--- src/rtl/module_bram_port_arbiter_pkg.sv ---
// Shared types for the BRAM port arbiter: FSM state encoding, requester IDs
// and the fixed-priority/urgent-debug winner selection.
package module_bram_port_arbiter_pkg;

  localparam int ADDR_W = 8;
  localparam int DATA_W = 8;

  localparam logic [15:0] DBG_REFRESH_DEFAULT  = 16'd50000;
  localparam logic [7:0]  DBG_MAX_WAIT_DEFAULT = 8'd64;

  typedef enum logic [1:0] {
    ST_IDLE    = 2'd0,
    ST_ACCESS  = 2'd1,
    ST_CAPTURE = 2'd2,
    ST_DONE    = 2'd3
  } state_t;

  typedef enum logic [1:0] {
    REQ_CPU = 2'd0,
    REQ_LDR = 2'd1,
    REQ_DBG = 2'd2
  } req_id_t;

  // An aged debug refresh overrides priority once; otherwise CPU > loader > debug.
  // When nothing requests the result is REQ_DBG, so callers qualify it with "any request".
  function automatic req_id_t pick_winner(
    input logic cpu_req,
    input logic ldr_req,
    input logic dbg_pending,
    input logic dbg_urgent
  );
    if (dbg_pending && dbg_urgent) begin
      return REQ_DBG;
    end else if (cpu_req) begin
      return REQ_CPU;
    end else if (ldr_req) begin
      return REQ_LDR;
    end else begin
      return REQ_DBG;
    end
  endfunction

endpackage

--- src/rtl/module_bram_port_arbiter_if.sv ---
// Requester, debug-viewer and BRAM-side signals of the port arbiter.
// slave = arbiter view, master = environment (requesters + BRAM) view.
interface module_bram_port_arbiter_if;

  logic       cpu_req;
  logic       cpu_we;
  logic [7:0] cpu_addr;
  logic [7:0] cpu_wdata;
  logic [7:0] cpu_rdata;
  logic       cpu_ack;

  logic       ldr_req;
  logic       ldr_we;
  logic [7:0] ldr_addr;
  logic [7:0] ldr_wdata;
  logic [7:0] ldr_rdata;
  logic       ldr_ack;

  logic [7:0] dbg_addr;
  logic [7:0] dbg_data;

  logic       mem_en;
  logic       mem_we;
  logic [7:0] mem_addr;
  logic [7:0] mem_wdata;
  logic [7:0] mem_rdata;

  logic       busy;

  modport slave (
    input  cpu_req, cpu_we, cpu_addr, cpu_wdata,
    output cpu_rdata, cpu_ack,
    input  ldr_req, ldr_we, ldr_addr, ldr_wdata,
    output ldr_rdata, ldr_ack,
    input  dbg_addr,
    output dbg_data,
    output mem_en, mem_we, mem_addr, mem_wdata,
    input  mem_rdata,
    output busy
  );

  modport master (
    output cpu_req, cpu_we, cpu_addr, cpu_wdata,
    input  cpu_rdata, cpu_ack,
    output ldr_req, ldr_we, ldr_addr, ldr_wdata,
    input  ldr_rdata, ldr_ack,
    output dbg_addr,
    input  dbg_data,
    input  mem_en, mem_we, mem_addr, mem_wdata,
    output mem_rdata,
    input  busy
  );

endinterface

--- src/rtl/module_bram_port_arbiter_dbg_refresh_tracker.sv ---
// Decides when the debug viewer byte must be re-read (periodic tick or address change)
// and how long that refresh has been waiting for the port.
module module_dbg_refresh_tracker
  import module_bram_port_arbiter_pkg::*;
#(
  parameter logic [15:0] DBG_REFRESH  = DBG_REFRESH_DEFAULT,
  parameter logic [7:0]  DBG_MAX_WAIT = DBG_MAX_WAIT_DEFAULT
) (
  input  logic              i_clk,
  input  logic              i_rst_n,
  input  logic [ADDR_W-1:0] i_dbg_addr,
  input  logic              i_dbg_grant,
  output logic              o_dbg_pending,
  output logic              o_dbg_urgent
);

  logic [15:0]       r_refresh_cnt;
  logic [ADDR_W-1:0] r_last_addr;
  logic              r_pending;
  logic [7:0]        r_age;

  logic w_refresh_hit;
  logic w_addr_changed;

  assign w_refresh_hit  = (r_refresh_cnt == (DBG_REFRESH - 16'd1));
  assign w_addr_changed = (i_dbg_addr != r_last_addr);

  always_ff @(posedge i_clk or negedge i_rst_n) begin
    if (!i_rst_n) begin
      r_refresh_cnt <= '0;
      r_last_addr   <= '0;
      r_pending     <= 1'b1;
      r_age         <= '0;
    end else begin
      r_refresh_cnt <= w_refresh_hit ? 16'd0 : r_refresh_cnt + 16'd1;

      // The grant snapshots the debug address, so a change during the access shows
      // up as a fresh mismatch afterwards and queues another read.
      if (i_dbg_grant) begin
        r_last_addr <= i_dbg_addr;
        r_pending   <= w_refresh_hit;
      end else if (w_refresh_hit || w_addr_changed) begin
        r_pending   <= 1'b1;
      end

      if (i_dbg_grant || !r_pending) begin
        r_age <= '0;
      end else if (r_age < DBG_MAX_WAIT) begin
        r_age <= r_age + 8'd1;
      end
    end
  end

  assign o_dbg_pending = r_pending;
  assign o_dbg_urgent  = r_pending && (r_age >= DBG_MAX_WAIT);

endmodule

--- src/rtl/module_bram_port_arbiter.sv ---
// Single-port 256x8 BRAM arbiter for CPU, program loader and debug viewer;
// each access runs IDLE -> ACCESS -> CAPTURE -> DONE with registered outputs.
module module_bram_port_arbiter
  import module_bram_port_arbiter_pkg::*;
#(
  parameter logic [15:0] DBG_REFRESH  = DBG_REFRESH_DEFAULT,
  parameter logic [7:0]  DBG_MAX_WAIT = DBG_MAX_WAIT_DEFAULT
) (
  input logic                       qzt_clk,
  input logic                       reset_n,
  module_bram_port_arbiter_if.slave bus
);

  state_t            r_state;
  req_id_t           r_winner;
  logic              r_we;
  logic              r_busy;
  logic              r_mem_en;
  logic              r_mem_we;
  logic [ADDR_W-1:0] r_mem_addr;
  logic [DATA_W-1:0] r_mem_wdata;
  logic [DATA_W-1:0] r_cpu_rdata;
  logic              r_cpu_ack;
  logic [DATA_W-1:0] r_ldr_rdata;
  logic              r_ldr_ack;
  logic [DATA_W-1:0] r_dbg_data;

  logic              w_dbg_pending;
  logic              w_dbg_urgent;
  logic              w_any_req;
  logic              w_dbg_grant;
  req_id_t           w_winner;
  logic              w_sel_we;
  logic [ADDR_W-1:0] w_sel_addr;
  logic [DATA_W-1:0] w_sel_wdata;

  assign w_any_req   = bus.cpu_req | bus.ldr_req | w_dbg_pending;
  assign w_winner    = pick_winner(bus.cpu_req, bus.ldr_req, w_dbg_pending, w_dbg_urgent);
  assign w_dbg_grant = (r_state == ST_IDLE) && w_any_req && (w_winner == REQ_DBG);

  // Debug accesses are always reads of the current debug address.
  always_comb begin
    w_sel_we    = 1'b0;
    w_sel_addr  = bus.dbg_addr;
    w_sel_wdata = '0;
    case (w_winner)
      REQ_CPU: begin
        w_sel_we    = bus.cpu_we;
        w_sel_addr  = bus.cpu_addr;
        w_sel_wdata = bus.cpu_wdata;
      end
      REQ_LDR: begin
        w_sel_we    = bus.ldr_we;
        w_sel_addr  = bus.ldr_addr;
        w_sel_wdata = bus.ldr_wdata;
      end
      default: begin
      end
    endcase
  end

  module_dbg_refresh_tracker #(
    .DBG_REFRESH  (DBG_REFRESH),
    .DBG_MAX_WAIT (DBG_MAX_WAIT)
  ) u_dbg_refresh_tracker (
    .i_clk         (qzt_clk),
    .i_rst_n       (reset_n),
    .i_dbg_addr    (bus.dbg_addr),
    .i_dbg_grant   (w_dbg_grant),
    .o_dbg_pending (w_dbg_pending),
    .o_dbg_urgent  (w_dbg_urgent)
  );

  always_ff @(posedge qzt_clk or negedge reset_n) begin
    if (!reset_n) begin
      r_state     <= ST_IDLE;
      r_winner    <= REQ_CPU;
      r_we        <= 1'b0;
      r_busy      <= 1'b0;
      r_mem_en    <= 1'b0;
      r_mem_we    <= 1'b0;
      r_mem_addr  <= '0;
      r_mem_wdata <= '0;
      r_cpu_rdata <= '0;
      r_cpu_ack   <= 1'b0;
      r_ldr_rdata <= '0;
      r_ldr_ack   <= 1'b0;
      r_dbg_data  <= '0;
    end else begin
      case (r_state)
        ST_IDLE: begin
          if (w_any_req) begin
            r_winner    <= w_winner;
            r_we        <= w_sel_we;
            r_mem_en    <= 1'b1;
            r_mem_we    <= w_sel_we;
            r_mem_addr  <= w_sel_addr;
            r_mem_wdata <= w_sel_wdata;
            r_busy      <= 1'b1;
            r_state     <= ST_ACCESS;
          end
        end

        ST_ACCESS: begin
          r_mem_en <= 1'b0;
          r_mem_we <= 1'b0;
          r_state  <= ST_CAPTURE;
        end

        // BRAM output is valid now; on writes it carries the old byte and is dropped.
        ST_CAPTURE: begin
          case (r_winner)
            REQ_CPU: begin
              if (!r_we) r_cpu_rdata <= bus.mem_rdata;
              r_cpu_ack <= 1'b1;
            end
            REQ_LDR: begin
              if (!r_we) r_ldr_rdata <= bus.mem_rdata;
              r_ldr_ack <= 1'b1;
            end
            default: begin
              r_dbg_data <= bus.mem_rdata;
            end
          endcase
          r_state <= ST_DONE;
        end

        ST_DONE: begin
          r_cpu_ack <= 1'b0;
          r_ldr_ack <= 1'b0;
          r_busy    <= 1'b0;
          r_state   <= ST_IDLE;
        end

        default: begin
          r_state <= ST_IDLE;
        end
      endcase
    end
  end

  assign bus.cpu_rdata = r_cpu_rdata;
  assign bus.cpu_ack   = r_cpu_ack;
  assign bus.ldr_rdata = r_ldr_rdata;
  assign bus.ldr_ack   = r_ldr_ack;
  assign bus.dbg_data  = r_dbg_data;
  assign bus.mem_en    = r_mem_en;
  assign bus.mem_we    = r_mem_we;
  assign bus.mem_addr  = r_mem_addr;
  assign bus.mem_wdata = r_mem_wdata;
  assign bus.busy      = r_busy;

endmodule

--- src/flat_wrapper.sv ---
// flat-port wrapper written by rule: the top's interface ports become plain ports
module module_bram_port_arbiter_flat import module_bram_port_arbiter_pkg::*;
#(
  parameter logic [15:0] DBG_REFRESH  = DBG_REFRESH_DEFAULT,
  parameter logic [7:0]  DBG_MAX_WAIT = DBG_MAX_WAIT_DEFAULT
)
  (qzt_clk, reset_n, bus_cpu_req, bus_cpu_we, bus_cpu_addr, bus_cpu_wdata, bus_cpu_rdata, bus_cpu_ack, bus_ldr_req, bus_ldr_we, bus_ldr_addr, bus_ldr_wdata, bus_ldr_rdata, bus_ldr_ack, bus_dbg_addr, bus_dbg_data, bus_mem_en, bus_mem_we, bus_mem_addr, bus_mem_wdata, bus_mem_rdata, bus_busy);
  module_bram_port_arbiter_if bus_i ();
  input logic qzt_clk;
  input logic reset_n;
  input wire logic [$bits(bus_i.cpu_req)-1:0] bus_cpu_req;
  input wire logic [$bits(bus_i.cpu_we)-1:0] bus_cpu_we;
  input wire logic [$bits(bus_i.cpu_addr)-1:0] bus_cpu_addr;
  input wire logic [$bits(bus_i.cpu_wdata)-1:0] bus_cpu_wdata;
  output wire logic [$bits(bus_i.cpu_rdata)-1:0] bus_cpu_rdata;
  output wire logic [$bits(bus_i.cpu_ack)-1:0] bus_cpu_ack;
  input wire logic [$bits(bus_i.ldr_req)-1:0] bus_ldr_req;
  input wire logic [$bits(bus_i.ldr_we)-1:0] bus_ldr_we;
  input wire logic [$bits(bus_i.ldr_addr)-1:0] bus_ldr_addr;
  input wire logic [$bits(bus_i.ldr_wdata)-1:0] bus_ldr_wdata;
  output wire logic [$bits(bus_i.ldr_rdata)-1:0] bus_ldr_rdata;
  output wire logic [$bits(bus_i.ldr_ack)-1:0] bus_ldr_ack;
  input wire logic [$bits(bus_i.dbg_addr)-1:0] bus_dbg_addr;
  output wire logic [$bits(bus_i.dbg_data)-1:0] bus_dbg_data;
  output wire logic [$bits(bus_i.mem_en)-1:0] bus_mem_en;
  output wire logic [$bits(bus_i.mem_we)-1:0] bus_mem_we;
  output wire logic [$bits(bus_i.mem_addr)-1:0] bus_mem_addr;
  output wire logic [$bits(bus_i.mem_wdata)-1:0] bus_mem_wdata;
  input wire logic [$bits(bus_i.mem_rdata)-1:0] bus_mem_rdata;
  output wire logic [$bits(bus_i.busy)-1:0] bus_busy;
  assign bus_i.cpu_req = bus_cpu_req;
  assign bus_i.cpu_we = bus_cpu_we;
  assign bus_i.cpu_addr = bus_cpu_addr;
  assign bus_i.cpu_wdata = bus_cpu_wdata;
  assign bus_cpu_rdata = bus_i.cpu_rdata;
  assign bus_cpu_ack = bus_i.cpu_ack;
  assign bus_i.ldr_req = bus_ldr_req;
  assign bus_i.ldr_we = bus_ldr_we;
  assign bus_i.ldr_addr = bus_ldr_addr;
  assign bus_i.ldr_wdata = bus_ldr_wdata;
  assign bus_ldr_rdata = bus_i.ldr_rdata;
  assign bus_ldr_ack = bus_i.ldr_ack;
  assign bus_i.dbg_addr = bus_dbg_addr;
  assign bus_dbg_data = bus_i.dbg_data;
  assign bus_mem_en = bus_i.mem_en;
  assign bus_mem_we = bus_i.mem_we;
  assign bus_mem_addr = bus_i.mem_addr;
  assign bus_mem_wdata = bus_i.mem_wdata;
  assign bus_i.mem_rdata = bus_mem_rdata;
  assign bus_busy = bus_i.busy;
  module_bram_port_arbiter #(.DBG_REFRESH(DBG_REFRESH), .DBG_MAX_WAIT(DBG_MAX_WAIT)) u_core (.qzt_clk(qzt_clk), .reset_n(reset_n), .bus(bus_i));
endmodule
--- config.mk ---
export PLATFORM = sky130hd
export DESIGN_NAME = module_bram_port_arbiter_flat
export DESIGN_NICKNAME = d
export VERILOG_FILES = /design/src/rtl/module_bram_port_arbiter_pkg.sv /design/src/rtl/module_bram_port_arbiter_if.sv /design/src/rtl/module_bram_port_arbiter_dbg_refresh_tracker.sv /design/src/rtl/module_bram_port_arbiter.sv /design/src/flat_wrapper.sv
export SDC_FILE = /design/constraint.sdc
export NUM_CORES = 1
export LEC_CHECK = 0
export CAP_MARGIN = 40
export CORE_MARGIN = 4
export CORE_UTILIZATION = 52
export CTS_CLUSTER_DIAMETER = 50
export DETAILED_ROUTE_END_ITERATION = 16
export PLACE_DENSITY_LB_ADDON = 0.3
export SYNTH_ARGS = -nofsm -noshare
export SYNTH_HDL_FRONTEND = slang
export SYNTH_SLANG_ARGS = --single-unit
--- constraint.sdc ---
create_clock -name qzt_clk -period 3.01 [get_ports qzt_clk]
set_input_delay 0.7525 -clock qzt_clk [delete_from_list [all_inputs] [get_ports qzt_clk]]
set_output_delay 0.7525 -clock qzt_clk [all_outputs]
set_load 0.01 [all_outputs]
* Word level (Yosys, flattened, before mapping)
Cells that the tools add are included.
Storage, ports and cells: register bits 83, bits in latches 0, memory bits (writable) 0, memory bits (read-only) 0, bits of input ports 54, output and inout bits 45, memories kept 0
Operators by class: add/sub/neg operators 2, $mul 0, divide/modulo/power cells 0, order comparisons 2, equal/unequal tests 11, shifts and indexed selects 0, muxes and demuxes 22, bitwise logic cells 4, reduce and logical (&&, ||, !) cells 24
Operators by type and width (number):
- $pmux W8 S2 | 2
- $add A16 B1 Y16 const B | 1
- $eq A16 B16 Y1 const B | 1
- $mux W16 | 1
- $mux W8 | 2
- $pmux W1 S2 | 6
- $reduce_and A2 Y1 | 6
- $reduce_bool A2 Y1 | 5
- $add A8 B1 Y8 const B | 1
- $ge A8 B7 Y1 const B | 1
- $lt A8 B7 Y1 const B | 1
- $mux W2 | 4
- $ne A8 B8 Y1 | 1
- $pmux W2 S4 | 1
- $eq A2 B1 Y1 const B | 3
- $eq A2 B2 Y1 const B | 3
- $logic_not A2 Y1 | 3
- $mux W1 | 6
- $reduce_and A3 Y1 | 2
- $logic_and A1 B1 Y1 | 4
- $ne A2 B1 Y1 const B | 2
- $logic_or A1 B1 Y1 | 2
- $ne A2 B2 Y1 const B | 1
- $not A1 Y1 | 2
- 3 further kinds | 4

* Logic depth before layout (Yosys ltp)
Gate-level depths: netlist of run 1.
depth in word-level cells 8, gate-level depth with buffers 7

* Modules after synthesis
From an unflattened synthesis of run 1, not the netlist that was laid out.
Unflattened totals: cell total of the unflattened synthesis 343, area, all modules 3918.8 µm²
Modules (own cells, without submodules):
- module_bram_port_arbiter | times used 1, cells each 204, area each 2368.5 µm²
- module_dbg_refresh_tracker | times used 1, cells each 139, area each 1550.2 µm²

* Least setup slack after synthesis of run 1
Ideal clock, no wire load.
path type input to register, start in bus_cpu_req, end reg u_core.u_dbg_refresh_tracker.r_last_addr[7], data arrival time 1.675 ns, required time 2.882 ns, setup slack 1.207 ns, stages on the path 5, buffers on the path 2, cell sequence nor2_1 o311a_1 buf_4 buf_2 mux2_1
On the way: longest elaborated chain between the ends 4, elaborated cells between the ends (all ways) 7, those cells by class eq/ne: 1; mux: 2; bitwise: 2; reduce/logical: 2
RTL lines:
- start: declaration | RTL line flat_wrapper.sv:11 | input wire logic [$bits(bus_i.cpu_req)-1:0] bus_cpu_req;
- $mux W2 or $or A1 B1 Y1 (tied branches) | RTL line module_bram_port_arbiter_pkg.sv:34, module_bram_port_arbiter.sv:37
- $mux W2 or $or A1 B1 Y1 (tied branches) | RTL line module_bram_port_arbiter_pkg.sv:32, module_bram_port_arbiter.sv:37
- $eq A2 B2 Y1 or $logic_and A1 B1 Y1 (tied branches) | RTL line module_bram_port_arbiter.sv:39 | assign w_dbg_grant = (r_state == ST_IDLE) && w_any_req && (w_winner == REQ_DBG);
- $logic_and A1 B1 Y1 * | RTL line module_bram_port_arbiter.sv:39
- end signal: assignment | RTL line module_bram_port_arbiter_dbg_refresh_tracker.sv:40 | r_last_addr <= i_dbg_addr;
- end: declaration | RTL line module_bram_port_arbiter_dbg_refresh_tracker.sv:18 | logic [ADDR_W-1:0] r_last_addr;
Every way passes the cells marked *; elsewhere a longest branch is shown, timed or not. A chain may end at the register's enable or synchronous reset.

* Final worst setup path of run 1
start reg u_core.r_state[0], end reg u_core.u_dbg_refresh_tracker.r_age[1]
On the way: longest elaborated chain between the ends 5, elaborated cells between the ends (all ways) 6, those cells by class mux: 1; reduce/logical: 5
RTL lines:
- start: declaration | RTL line module_bram_port_arbiter.sv:14 | state_t r_state;
- start signal: assignment | RTL line module_bram_port_arbiter.sv:76 | r_state <= ST_IDLE;
- start signal: assignment | RTL line module_bram_port_arbiter.sv:100 | r_state <= ST_ACCESS;
- start signal: assignment | RTL line module_bram_port_arbiter.sv:107 | r_state <= ST_CAPTURE;
- $logic_not A2 Y1 * | RTL line module_bram_port_arbiter.sv:39
- $logic_and A1 B1 Y1 * (2 in series) | RTL line module_bram_port_arbiter.sv:39
- $logic_or A1 B1 Y1 * | RTL line module_bram_port_arbiter_dbg_refresh_tracker.sv:46 | if (i_dbg_grant || !r_pending) begin
- $mux W8 or $reduce_bool A2 Y1 (tied branches)
- end signal: assignment | RTL line module_bram_port_arbiter_dbg_refresh_tracker.sv:49 | r_age <= r_age + 8'd1;
- end: declaration | RTL line module_bram_port_arbiter_dbg_refresh_tracker.sv:20 | logic [7:0] r_age;
Marked as above.

==> results of run 1 <==
==> routing by layer <==
layer / track usage (%) / routed length, um / vias to the layer above
met5: 0 / 0 / -
met2: 33.9 / 4180 / 77
met3: 4.51 / 388 / 4
met1: 26.0 / 3510 / 1349
li1: - / - / 1357
met4: 6.96 / 53 / 0
==> per-stage QoR <==
step	hold WS, ns	worst slack (ns)	instance area, um2	cells	util [%]
after detailed placement	0.471	0.454	4850	504	70.2
after global placement	0.465	0.475	4850	504	70.2
after CTS	0.437	0.797	5030	520	72.8
after floorplan	0.455	1.21	3770	318	-
final	0.423	0.810	5030	520	72.8
after global routing	0.445	0.613	5030	520	72.8
==> state kept, by name, summed over array words and instances, names as in the netlist <==
register                                    count
u_core.bus.mem_wdata                            8
u_core.r_we                                     1
u_core.u_dbg_refresh_tracker.r_last_addr        8
u_core.bus.ldr_rdata                            8
u_core.u_dbg_refresh_tracker.r_age              8
u_core.u_dbg_refresh_tracker.r_refresh_cnt     16
u_core.u_dbg_refresh_tracker.o_dbg_pending      1
u_core.bus.mem_we                               1
u_core.bus.cpu_ack                              1
u_core.r_state                                  2
u_core.r_winner                                 2
u_core.bus.mem_en                               1
u_core.bus.dbg_data                             8
u_core.bus.cpu_rdata                            8
u_core.bus.busy                                 1
u_core.bus.ldr_ack                              1
u_core.bus.mem_addr                             8
==> layout by cell type (no fill, tap or decap), drive strengths merged, types with 4 or more instances in the layout <==
cell / n
clkdlybuf4s50: 97
dfrtp: 82
mux2: 33
o21ai: 29
a22oi: 25
nand2: 23
nor2: 16
xnor2: 11
xor2: 10
inv: 10
clkbuf: 9
nand3: 8
ha: 7
a21oi: 7
buf: 5
nand4: 4
nor3: 4
==> final cells by class <==
| type | instances | share of cell area (%) |
|---|---|---|
| multi-input combinational | 216 | 31.8 |
| timing repair buffer | 102 | 20.3 |
| clock inverter | 7 | 1.19 |
| inverter | 7 | 0.522 |
| clock buffer | 9 | 2.46 |
| sequential | 83 | 41.3 |
| tap | 96 | 2.39 |
==> critical path: cells and delay by family, from the launching register on <==
family                     cells  cell delay, ns
adders and majority gates      1            0.41
DFF                            1            0.41
and+or+nand+nor                1            0.31
buffers and inverters          1            0.13
AOI/OAI and AO/OA              2            0.82
==> cell families (layout without fill, tap and decap cells) <==
kind of cell / count (synthesis) / in the layout
DFF: 83 / 83
muxes: 34 / 34
buffers and inverters: 19 / 125
xor gates and xnor gates: 21 / 21
AOI/OAI and AO/OA: 71 / 71
adders and majority gates: 7 / 7
and+or+nand+nor: 83 / 83
==> report_power, final <==
group	total [uW]	internal, uW	switching [uW]
combinational	1740	1000	736
sequential	1800	1530	271
clock	736	313	424
==> final timing paths <==
check,slack [ns],to
setup / recovery,0.81,u_core.u_dbg_refresh_tracker.r_age[1]
hold / removal,0.42,u_core.bus.busy
setup reg to reg,0.81,u_core.u_dbg_refresh_tracker.r_age[1]
min in group qzt_clk,0.49,u_core.bus.mem_wdata[7]
hold reg to reg,0.49,u_core.bus.mem_wdata[7]
max in group asynchronous,2.23,u_core.u_dbg_refresh_tracker.o_dbg_pending
==> impl_summary.md, run 1 <==
Run status
The flow ran to the end, and the final reports show no timing, DRC or antenna violations.

Global routing
The number of antenna violations at the first check in global routing was 0. The global route total overflow is 0. The overall global routing resource usage is 20.2%.

The via count of the first global-routing pass was 2839. The first global-routing pass estimated 14.0 mm of wire. The largest net degree at the start of global routing is 84.

Route
In this run the remaining antenna-violating nets after routing total 0. After detailed routing, the number of vias per cell comes to 5.36. The wire length per cell is 15.6 um. In the routed design, unresolved DRC markers number 0.

Summing over every cut layer, the via total after detailed routing is 2787. After the first detailed-routing iteration, the DRC count stood at 115. The final wirelength is 8.13 mm. The first-pass iteration count of the detailed router is 4.

Floorplan
The die height is 93.1 um. The die footprint is 0.00868 mm2. The number of standard-cell rows in the floorplan is 30.

The total core area is 0.00691 mm2. In this run the count of I/O pins placed on the die edge is 99. The horizontal die dimension is 93.1 um. For this configuration, the core starts out at a cell density of 54.6%.

Synth
The number of instances in the synthesized netlist is 318. In the synthesized netlist, the cells that appear most often are sky130_fd_sc_hd__dfrtp_1 (82), sky130_fd_sc_hd__mux2_2 (32), sky130_fd_sc_hd__o21ai_0 (26). In this run, synthesis produced a sequential element count of 83. The share of synthesized area spent on multiplexers is 10.1%.

The top-area cell type share of the netlist area is 54.4%. The synthesized netlist devotes 4.88% of its cell area to XOR and XNOR gates. In the synthesized netlist the async set-or-reset flop fraction comes to 100%.

The dominant combinational cell family by area after synthesis is simple AND/OR/NAND/NOR gates. By area the synthesized netlist is led by sky130_fd_sc_hd__dfrtp_1 (54%), sky130_fd_sc_hd__mux2_2 (9.6%), sky130_fd_sc_hd__a22oi_1 (5.0%). The number of distinct library cells after synthesis is 51. Of the synthesized area, sequential elements account for 55.1%. The biggest area consumer among synthesized cells is sky130_fd_sc_hd__dfrtp_1. Dividing the synthesized area by the synthesized cell count gives 11.9 um2. The synthesized netlist net count is 379. The most instantiated library cell after synthesis is sky130_fd_sc_hd__dfrtp_1.

The leading register cell type out of synthesis is sky130_fd_sc_hd__dfrtp_1. Summing the areas of all compound-gate instances in the mapped netlist gives 12.1% of the synthesized area. For this run, the number of Yosys warnings is 0. After synthesis the cells add up to 0.00377 mm2.

After Yosys synthesis, and, or, nand and nor cells account for 12.8% of the synthesized area. The synthesized design contains 0 enable-type register cells. The adder-cell share of the synthesized area is 2.32%.

Min path
The tightest min-delay check is of the input port to asynchronous set/reset pin type.

Worst setup path
The kind of end point of the critical path is a flop. At the worst endpoint, the arrival time is 2.42 ns. STA classifies the critical path startpoint as a flop. The cell with the biggest individual delay on the critical path is sky130_fd_sc_hd__o311a_1. The launch point of the worst reg-to-reg path is u_core.r_state[0]. The critical path startpoint is u_core.r_state[0].

For the worst setup path, the data required time is 3.23 ns. Walking the worst path, the cells encountered are inv_1 -> ha_1 -> o311a_1 -> nand2b_1 -> o21ai_0. The critical path is of the flop to flop type.

On the worst path, the slowest cell contributes a delay of 0.70 ns. The number of cells on the worst reg-to-reg path is 5. The largest fanout on the critical path is 18.

Clock tree
The number of setup buffers added after CTS is 0. The clock root buffer is sky130_fd_sc_hd__clkbuf_8. The post-cts sizing count is 0. The CTS sink count is 83.

The clock edge transition at the registers on the reported setup and hold paths is 0.09 ns. The clock insertion delay at the later pin of the skew report is 0.35 ns. Buffers inserted to repair hold after CTS numbered 0. The clock passes through at most 2 buffers. The CTS tree is yes. The clock tree synthesis step divided the H-tree into 3 levels. The TritonCTS buffer count is 9.

Cells and area
The total area of multi-input combinational cells is 0.00160 mm2. The footprint of the flip-flops and latches is 0.00208 mm2. The net count of the finished layout is 480. The area growth from synthesis to layout is 33.4%.

The count of fill cells added during filler insertion is 502. The repair_antennas step left the layout with diodes totalling 0. The proportion of layout cells with a drive suffix above 1 is 15.8%.

Timing
The clock period minus worst slack is 2.20 ns. The final number of setup-violating endpoints is 0. The final count of hold timing violations is 0.

Setup repair after global routing left no endpoint under its margin. The slew at the pin closest to its max-slew limit is 0.698 ns. The final period utilization is 73.1%.

Timing would allow up to 455 MHz. The final setup skew is 0.0108 ns. The total count of max-transition violations in the final report is 0. Summed over all failing endpoints, the final setup total negative slack is 0 ns. The remaining max-slew budget at the tightest pin is 53.5%.

Placement
Routability-driven placement finished with a final weighted congestion of 0.745. After legalization and detailed placement, the total HPWL measured 6.04 mm. The number of buffer cells added on primary ports is 98.

Power
VDD sags by at most 0.000385 V. The power per cell area is 850 mW/mm2. The cell leakage power is 0.00215 uW. The total power after layout is 4270 uW.

Run
The number of maximum-capacitance violations is 0.
No activity file was read; power rests on OpenSTA's default activity.
==> run 2: changes to the inputs <==
--- a/config.mk
+++ b/config.mk
@@ -7,7 +7,7 @@
 export LEC_CHECK = 0
 export CAP_MARGIN = 40
 export CORE_MARGIN = 4
-export CORE_UTILIZATION = 52
+export CORE_UTILIZATION = 44
 export CTS_CLUSTER_DIAMETER = 50
 export DETAILED_ROUTE_END_ITERATION = 16
 export PLACE_DENSITY_LB_ADDON = 0.3
==> constraint.sdc (replaced) <==
create_clock -name qzt_clk -period 1.92 [get_ports qzt_clk]
set_input_delay 0.48 -clock qzt_clk [delete_from_list [all_inputs] [get_ports qzt_clk]]
set_output_delay 0.48 -clock qzt_clk [all_outputs]
set_load 0.01 [all_outputs]
==> impl_summary.md, run 2 (synthesis gave the netlist of run 1 again) <==
Worst setup path
For the worst flop-to-flop path, the logic depth is 5. Broken down by cell family, the worst path's largest delay share belongs to buffers and inverters. The largest fanout on the critical path is 2. The launch point of the worst reg-to-reg path is u_core.r_state[0]. The kind of end point of the critical path is an output port. The worst endpoint required time is 1.44 ns. For flop-to-flop paths, the worst setup slack is 0.17 ns.

The largest single stage delay on the critical path is 0.55 ns. The cell with the biggest individual delay on the critical path is sky130_fd_sc_hd__clkdlybuf4s50_1. The kind of start point of the critical path is a flop. Walking the worst path, the cells encountered are clkdlybuf4s50_1.

At the worst endpoint, the arrival time is 1.28 ns. In this run the number of cells on the critical path is 1. The critical path in this run is classified as flop to output port. The terminus of the critical flop-to-flop path is u_core.u_dbg_refresh_tracker.r_last_addr[0]. The combined buffer and inverter count along the critical path is 1.

Clock tree
After clock tree synthesis, the repair step resized 0 gates. The H-tree level count is 3. The CTS sink count is 83. TritonCTS built the clock tree. Counting along the longest clock path gives a buffer depth of 2.

The number of clock buffers added by TritonCTS is 9. The clock edge transition at the registers on the reported setup and hold paths is 0.08 ns. Once the clock tree was built, the setup fixing pass inserted 0 buffers. The clock root buffer is sky130_fd_sc_hd__clkbuf_8. In this run, post-CTS hold repair placed 0 buffers.

At the later pin of the worst-skew pair, clock insertion delay measures 0.35 ns.

Cells and area
The library cell used most frequently in the layout, excluding fill and tap cells, is sky130_fd_sc_hd__clkdlybuf4s50_1. The register with the most flip-flops in the layout has 16 of them. Cells with a size suffix above 1 make up 18.5% of the layout.

The top cell types in the final layout, fill and taps aside, are sky130_fd_sc_hd__clkdlybuf4s50_1 (97), sky130_fd_sc_hd__dfrtp_1 (82), sky130_fd_sc_hd__mux2_2 (32). In the final layout, flip-flops and latches occupy 0.00208 mm2. The design area is 0.00520 mm2. The total area of multi-input combinational cells is 0.00160 mm2. Ranked by flip-flop count, first place goes to u_core.u_dbg_refresh_tracker.r_refresh_cnt. After the last flow step, the layout net total stands at 494.

The layout has 666 filler cells. The repair_antennas step left the layout with diodes totalling 0. The area added between synthesis and finish is 37.9%.

Timing
The fmax is 567 MHz. The hold slack is 0.0721 ns. Setup violations remaining at the end of the flow were counted as 0. The total count of max-transition violations in the final report is 0. Between clock sinks in the finished design, the worst skew comes to 0.00988 ns. The final critical path takes up 91.8% of the cycle. The smallest clock period supported by the final layout is computed as 1.76 ns. For the pin with the worst max-slew slack, the measured transition is 0.447 ns.

Setup repair after global routing left no endpoint under its margin. In this run the tightest slew margin relative to its limit is 70.2%. The final count of hold timing violations is 0.

Placement
The number of buffer cells added on primary ports is 98. The placed wire-length estimate is 6.47 mm. Summing all placed instances gives a cell area of 0.00499 mm2.

Routability-driven placement finished with a final weighted congestion of 0.809.

Route
In the final routed layout, each cell accounts on average for 15.5 um. The final wirelength is 8.44 mm. The number of nets with antenna violations after detailed routing is 0. The pre-antenna-repair detailed-routing pass consisted of 4 iterations. After detailed routing, the number of remaining DRC violations is 0. The average vias per placed instance is 5.25. The initial detailed-routing violation count is 71. Detailed routing inserted a total of 2850 vias.

Global routing
The number of antenna violations at the first check in global routing is 0. The wire length of the first global-routing pass is 14.3 mm. For this run, the total global-route usage over all layers was measured as 17.9%. The total overflow left after global routing is 0. The via count of the first global-routing pass came to 2976.

The largest net degree at the start of global routing is 34.

Run
The number of maximum-capacitance violations is 0.

Floorplan
For this design the top-level I/O count stands at 99. The die height is 101 um. The die footprint is 0.0101 mm2.

The total core area is 0.00826 mm2. For this configuration, the core starts out at a cell density of 45.7%. The initialized floorplan defines 33 standard-cell rows. The horizontal die dimension is 101 um.

Power
The cell leakage power is 0.00225 uW. The design draws 6970 uW. The peak ir drop on the vdd network is 0.000542 V.

In this run the power density over the cells is 1340 mW/mm2.

Min path
The path class of the tightest hold or removal check is input port to asynchronous set/reset pin.

Run status
The run finished with clean final reports.
## run 2: area by class of cell
cell class | count | area share (%)
clock buffers | 10 | 2.65
clock inverters | 6 | 1.42
inverters | 7 | 0.505
multi-input cells | 216 | 30.8
flip-flops and latches | 83 | 40.0
well taps | 105 | 2.53
repair buffers | 116 | 22.1
## run 2: routing by layer
| layer | routed length [um] | global-route usage [%] | share of wire, % | vias up |
|---|---|---|---|---|
| met5 | 0 | 0 | 0 | - |
| met4 | 114 | 5.49 | 1.4 | 0 |
| met3 | 427 | 4.57 | 5.1 | 10 |
| met2 | 4280 | 29.8 | 51 | 65 |
| met1 | 3620 | 23.0 | 43 | 1392 |
| li1 | - | - | - | 1383 |
## run 2: how the worst max path moves through the flow
stage	slack, ns	end	startpoint
global placement	-0.13	u_core.u_dbg_refresh_tracker.r_last_addr[0]	bus_cpu_req
floorplan	0.28	u_core.bus.ldr_rdata[0]	u_core.r_state[0]
global route	0.05	u_core.u_dbg_refresh_tracker.r_last_addr[1]	u_core.r_state[0]
finish	0.16	bus_dbg_data[1]	u_core.bus.dbg_data[1]
CTS	0.12	bus_dbg_data[1]	u_core.bus.dbg_data[1]
detailed placement	-0.15	u_core.u_dbg_refresh_tracker.r_last_addr[0]	bus_cpu_req
## run 2: through the flow
step	setup WS (ns)	TNS, ns	instances	utilization (%)
after floorplan	0.279	0	318	-
after global placement	-0.134	-1.48	527	60.4
after detailed placement	-0.150	-1.96	527	60.4
after CTS	0.121	0	543	63.0
after global routing	0.0452	0	543	63.0
final	0.158	0	543	63.0
## run 2: power by group
part | switching (uW) | internal, uW
combinational | 1180 | 1670
sequential | 429 | 2400
clock | 648 | 650
total | 2250 | 4720
